<file path="config.mk">
export PLATFORM = sky130hd
export DESIGN_NAME = pam4_dfe_slicer
export DESIGN_NICKNAME = d
export VERILOG_FILES = /design/src/rtl/pam4_dfe_slicer.sv
export SDC_FILE = /design/constraint.sdc
export NUM_CORES = 1
export LEC_CHECK = 0
export CORE_MARGIN = 3
export CORE_UTILIZATION = 60
export DETAILED_ROUTE_END_ITERATION = 10
export PLACE_DENSITY = 0.9
export SETUP_SLACK_MARGIN = 0.1
export SLEW_MARGIN = 20
export SYNTH_ARGS = -nofsm -noshare
export SYNTH_HDL_FRONTEND = slang
export SYNTH_SLANG_ARGS = --single-unit
</file>
<file path="constraint.sdc">
create_clock -name clk -period 15.8 [get_ports clk]
set_input_delay 4.74 -clock clk [delete_from_list [all_inputs] [get_ports clk]]
set_output_delay 4.74 -clock clk [all_outputs]
set_load 0.01 [all_outputs]
</file>
<file path="src/rtl/pam4_dfe_slicer.sv">
// PAM-4 decision-feedback equalizer and slicer with sign-sign LMS tap adaptation.
// Each feedback tap lives in its own pam4_dfe_tap instance; the top sums their products.

module pam4_dfe_tap #(
  parameter int TAP_WIDTH = 8,
  parameter int MU_STEP   = 1
) (
  input  logic                 clk,
  input  logic                 rst,
  input  logic                 upd,
  input  logic                 e_nz,
  input  logic                 e_neg,
  input  logic [2:0]           d,
  output logic [TAP_WIDTH-1:0] h,
  output logic [TAP_WIDTH+2:0] prod
);
  localparam int TW = TAP_WIDTH;
  localparam logic signed [TW+1:0] MU   = (TW+2)'(MU_STEP);
  localparam logic signed [TW+1:0] HMAX = (TW+2)'(2**(TW-1)-1);

  logic signed [TW+1:0] hx, hn;
  logic                 grow;

  // Two guard bits so the step can overshoot before the symmetric clamp.
  always_comb begin
    hx   = {{2{h[TW-1]}}, h};
    grow = (e_neg == d[2]);
    hn   = grow ? hx + MU : hx - MU;
    if (hn > HMAX)       hn = HMAX;
    else if (hn < -HMAX) hn = -HMAX;
  end

  assign prod = $signed({{3{h[TW-1]}}, h}) * $signed({{TW{d[2]}}, d});

  always_ff @(posedge clk) begin
    if (rst)                                   h <= '0;
    else if (upd && e_nz && (d != 3'b000))     h <= hn[TW-1:0];
  end
endmodule

module pam4_dfe_slicer #(
  parameter int SIGNAL_RESOLUTION = 8,
  parameter int SYMBOL_SEPERATION = 56,
  parameter int NUM_TAPS          = 2,
  parameter int TAP_WIDTH         = 8,
  parameter int MU_STEP           = 1
) (
  input  logic                            clk,
  input  logic                            rst,
  input  logic [SIGNAL_RESOLUTION-1:0]    signal_in,
  input  logic                            signal_in_valid,
  input  logic                            adapt_en,
  output logic [1:0]                      symbol_out,
  output logic                            symbol_out_valid,
  output logic [SIGNAL_RESOLUTION-1:0]    equalized_out,
  output logic [SIGNAL_RESOLUTION:0]      error_out,
  output logic [NUM_TAPS*TAP_WIDTH-1:0]   taps_out
);
  localparam int R    = SIGNAL_RESOLUTION;
  localparam int S    = SYMBOL_SEPERATION;
  localparam int TW   = TAP_WIDTH;
  localparam int MID  = 1 << (R-1);
  localparam int FW   = TW + 3 + $clog2(NUM_TAPS) + 1;
  localparam int YW   = ((R+1 > FW) ? R+1 : FW) + 1;

  localparam logic signed [R:0] L0 = (R+1)'(MID - (3*S)/2);
  localparam logic signed [R:0] L1 = (R+1)'(MID - S/2);
  localparam logic signed [R:0] L2 = (R+1)'(MID + S/2);
  localparam logic signed [R:0] L3 = (R+1)'(MID + (3*S)/2);
  localparam logic [R-1:0]      T1 = R'(MID - S);
  localparam logic [R-1:0]      T2 = R'(MID);
  localparam logic [R-1:0]      T3 = R'(MID + S);
  localparam logic signed [YW-1:0] YMAX = YW'((1 << R) - 1);

  // hist[0] is d_{n-1}; 3'b000 marks an empty slot.
  logic [NUM_TAPS-1:0][2:0]    hist;
  logic [NUM_TAPS-1:0][TW-1:0] taps;
  logic [NUM_TAPS-1:0][TW+2:0] prods;
  logic [1:0]                  vld_pipe;

  logic signed [FW-1:0] fsum;
  logic signed [YW-1:0] y_raw;
  logic [R-1:0]         y;
  logic [1:0]           lvl, sym;
  logic [2:0]           dcur;
  logic signed [R:0]    lref, e;
  logic                 upd;

  assign vld_pipe[0] = signal_in_valid;
  assign upd         = signal_in_valid & adapt_en;

  for (genvar k = 0; k < NUM_TAPS; k++) begin : g_tap
    pam4_dfe_tap #(.TAP_WIDTH(TW), .MU_STEP(MU_STEP)) u_tap (
      .clk   (clk),
      .rst   (rst),
      .upd   (upd),
      .e_nz  (e != '0),
      .e_neg (e[R]),
      .d     (hist[k]),
      .h     (taps[k]),
      .prod  (prods[k])
    );
  end

  always_comb begin
    fsum = '0;
    for (int k = 0; k < NUM_TAPS; k++) fsum = fsum + FW'($signed(prods[k]));
    y_raw = YW'($signed({1'b0, signal_in})) - YW'(fsum);
    if (y_raw[YW-1])      y = '0;
    else if (y_raw > YMAX) y = '1;
    else                  y = y_raw[R-1:0];
  end

  // Ties resolve to the upper level.
  always_comb begin
    lvl  = 2'd0;
    sym  = 2'b00;
    dcur = 3'b101;
    lref = L0;
    if (y >= T3)      lvl = 2'd3;
    else if (y >= T2) lvl = 2'd2;
    else if (y >= T1) lvl = 2'd1;
    case (lvl)
      2'd0: begin sym = 2'b00; dcur = 3'b101; lref = L0; end
      2'd1: begin sym = 2'b01; dcur = 3'b111; lref = L1; end
      2'd2: begin sym = 2'b11; dcur = 3'b001; lref = L2; end
      default: begin sym = 2'b10; dcur = 3'b011; lref = L3; end
    endcase
    e = $signed({1'b0, y}) - lref;
  end

  always_ff @(posedge clk) begin
    if (rst) begin
      vld_pipe[1]   <= 1'b0;
      symbol_out    <= '0;
      equalized_out <= '0;
      error_out     <= '0;
      hist          <= '0;
    end else begin
      vld_pipe[1] <= vld_pipe[0];
      if (signal_in_valid) begin
        symbol_out    <= sym;
        equalized_out <= y;
        error_out     <= e;
        for (int k = NUM_TAPS-1; k > 0; k--) hist[k] <= hist[k-1];
        hist[0] <= dcur;
      end
    end
  end

  assign symbol_out_valid = vld_pipe[1];
  assign taps_out         = taps;
endmodule

</file>
==> impl_metrics.toml <==
[outcome]
outcome = "finished clean"

[logic_synthesis]
syn_inst = 642
ys_types = 65
synth_edf_count = 0
yosysMostFrequentCell = "inv_1"
synth_nets = 760
yosysTopAreaCell = "fa_1"
syn_avg_cell_area_um2 = 8.486
seq_area_frac_synth = 0.1470
ys_top_cells_by_area = "fa_1 17%, dfxtp_1 15%, ha_1 14%"
synthTopCellsByCount = "120 x inv_1, 60 x ha_1, 52 x nor2_1"
ys.warnings.count = 0
syn_area_um2 = 5448
synth-seq-cells = 40
yosysTopAreaCellShare = 0.1690
async_flop_share = 0
synth_flop_cell = "dfxtp_1"

[placement]
dp_hpwl_um = 10320
gp_congestion = 0.9440
port-buffer-count = 47
dp_slack_ps = 1488

[route]
drt_iter0_drc = 243
drc = 0
postRouteAntennaNets = 0
num_vias = 4522
wl_per_cell_um = 15.95
routed_via_density = 5.739
dr.pass1.iters = 5
wl_um = 12570

[grt]
grt_max_degree = 55
grt_util_met2 = 0.4381
grt_pass1_vias = 4590
grt_pass1_wl_um = 21260
grt.busiest_layer = "met2"
use_met3 = 0.02342
grtUsageMet1 = 0.3330
grtUsageTotal = 0.2540
antenna_found_initial = 0
globalRouteOverflowTotal = 0

[sta]
finalSetupViolCount = 0
rsz0062_at_grt = "no"
drv_slew = 0
layout_min_cycle_time_ps = 14220
hold_violations = 0
slew_headroom = 0.5050
fmax_mhz = 70.32
tightest_slew_ps = 740.0
setup_tns_ps = 0
finalCritPeriodShare = 0.9000
fin_ws_ps = 1580
clock_skew_ps = 7.716

[floorplanning]
die_width_um = 101.3
start_util = 0.6216
die_y_um = 101.3
core_um2 = 8763
num_rows = 34
io_pins = 48
die_area_um2 = 10260

[min_path]
hold_path_depth = 2
hold_path.class = "register to register"

[cells_and_area]
post_route_cells_drive_above_1_share = 0.05735
antennaDiodeCount = 0
fill_cells = 648
layout.area.seq_um2 = 800.8
multi_input_area_um2 = 4095
area_growth_pct = 11.71
fin_nets = 797

[clock_tree]
holdBufCountCts = 0
clock_latency_ps = 300
htreeDepth = 2
cts-root-buf = "clkbuf_8"
cts_tree = "done"
clk_path_buf_depth = 2
cts_buffers = 5
cts_setup_buffers = 0
clkSinkCount = 40
clk_pin_slew_ps = 90
ctsResizeCount = 0

[setup_path]
critPathArrivalTime_ps = 14380
max_stage_delay_ps = 640
required_ps = 15960
path_max_fanout = 10
cp_slowest_cell = "xor2_1"
rr_worst_depth = 35
cp-start-kind = "input pin"
end_kind = "register"
path_class = "input pin to register"
crit_top_cell = "fa_1"

[run]
max_cap_viol_count = 0
## state kept, by name (all words and copies together), names as in the netlist
name	count
equalized_out	8
error_out	7
g_tap.u_tap.h	16
hist	6
symbol_out	2
symbol_out_valid	1
## stage by stage
stage	cell area, um^2	hold WS, ps	util	std cells
floorplan	5448	502.2	-	642
detailed placement	5971	479.9	0.6813	780
global route	6086	529.3	0.6945	788
finish	6086	489.1	0.6945	788
CTS	6086	492.2	0.6945	788
global placement	5971	476.2	0.6813	780
## logic make-up (layout without fill, tap and decap cells)
| logic type | after synthesis | after routing | synth area share |
|---|---|---|---|
| xor gates and xnor gates | 29 | 29 | 0.04662 |
| buffers and inverters | 140 | 178 | 0.1013 |
| adders and majority gates | 106 | 106 | 0.3068 |
| AOI/OAI and AO/OA | 113 | 113 | 0.1596 |
| muxes | 33 | 33 | 0.06408 |
| DFF | 40 | 40 | 0.1470 |
| and+or+nand+nor | 181 | 181 | 0.1746 |
## layer usage
metal | up-vias | wire, um
li1 | 2187 | -
met1 | 2181 | 5520
met2 | 122 | 6216
met3 | 32 | 468
met4 | 0 | 362
met5 | - | 0
## placed cells by master, fill, tap and decap left out, drive strengths merged, types with 3 or more instances in the layout
cell type | Yosys | routed
inv | 120 | 121
ha | 60 | 60
nor2 | 53 | 53
clkdlybuf4s50 | 0 | 47
fa | 46 | 46
dfxtp | 40 | 40
nand2 | 33 | 33
a21oi | 30 | 30
and2 | 27 | 27
mux2i | 27 | 27
xnor2 | 21 | 21
o21ai | 17 | 17
nand2b | 16 | 16
nor2b | 14 | 14
nor3 | 12 | 12
o21a | 9 | 9
a21o | 8 | 8
xor2 | 8 | 8
a211o | 6 | 6
o211ai | 6 | 6
a211oi | 6 | 6
mux2 | 6 | 6
a21boi | 5 | 5
or3 | 5 | 5
clkbuf | 13 | 5
a31oi | 4 | 4
and3 | 4 | 4
nor3b | 4 | 4
a221oi | 3 | 3
or2 | 3 | 3
a2bb2oi | 3 | 3
nor4 | 3 | 3
## critical path, delay by kind of cell
kind	cells	cell delay, ps
buffers and inverters	4	660
XOR/XNOR	1	640
AO/OA/AOI/OAI	15	3710
adder cells (fa/ha/maj)	7	3390
AND/OR/NAND/NOR	6	1230
## path summary, 6_finish.rpt
path / slack, ps / to / startpoint
max: 1580 / g_tap[1].u_tap.h[0]$_SDFFE_PP0P_ / signal_in[7]
min: 490 / error_out[2]$_SDFFE_PP0P_ / error_out[2]$_SDFFE_PP0P_
max reg2reg: 5570 / g_tap[1].u_tap.h[0]$_SDFFE_PP0P_ / hist[2]$_SDFFE_PP0P_
min reg2reg: 490 / error_out[2]$_SDFFE_PP0P_ / error_out[2]$_SDFFE_PP0P_
## final cells by class
type	instances	area share
Multi-Input combinational cell	462	0.6729
Sequential cell	40	0.1316
Timing Repair Buffer	49	0.07977
Inverter	121	0.07463
Tap cell	108	0.02220
Clock buffer	5	0.01131
Clock inverter	3	0.007607
Power is left out: the tool's default activity adds up to more than one toggle a clock period on the data nets, which glitch-free logic cannot reach.
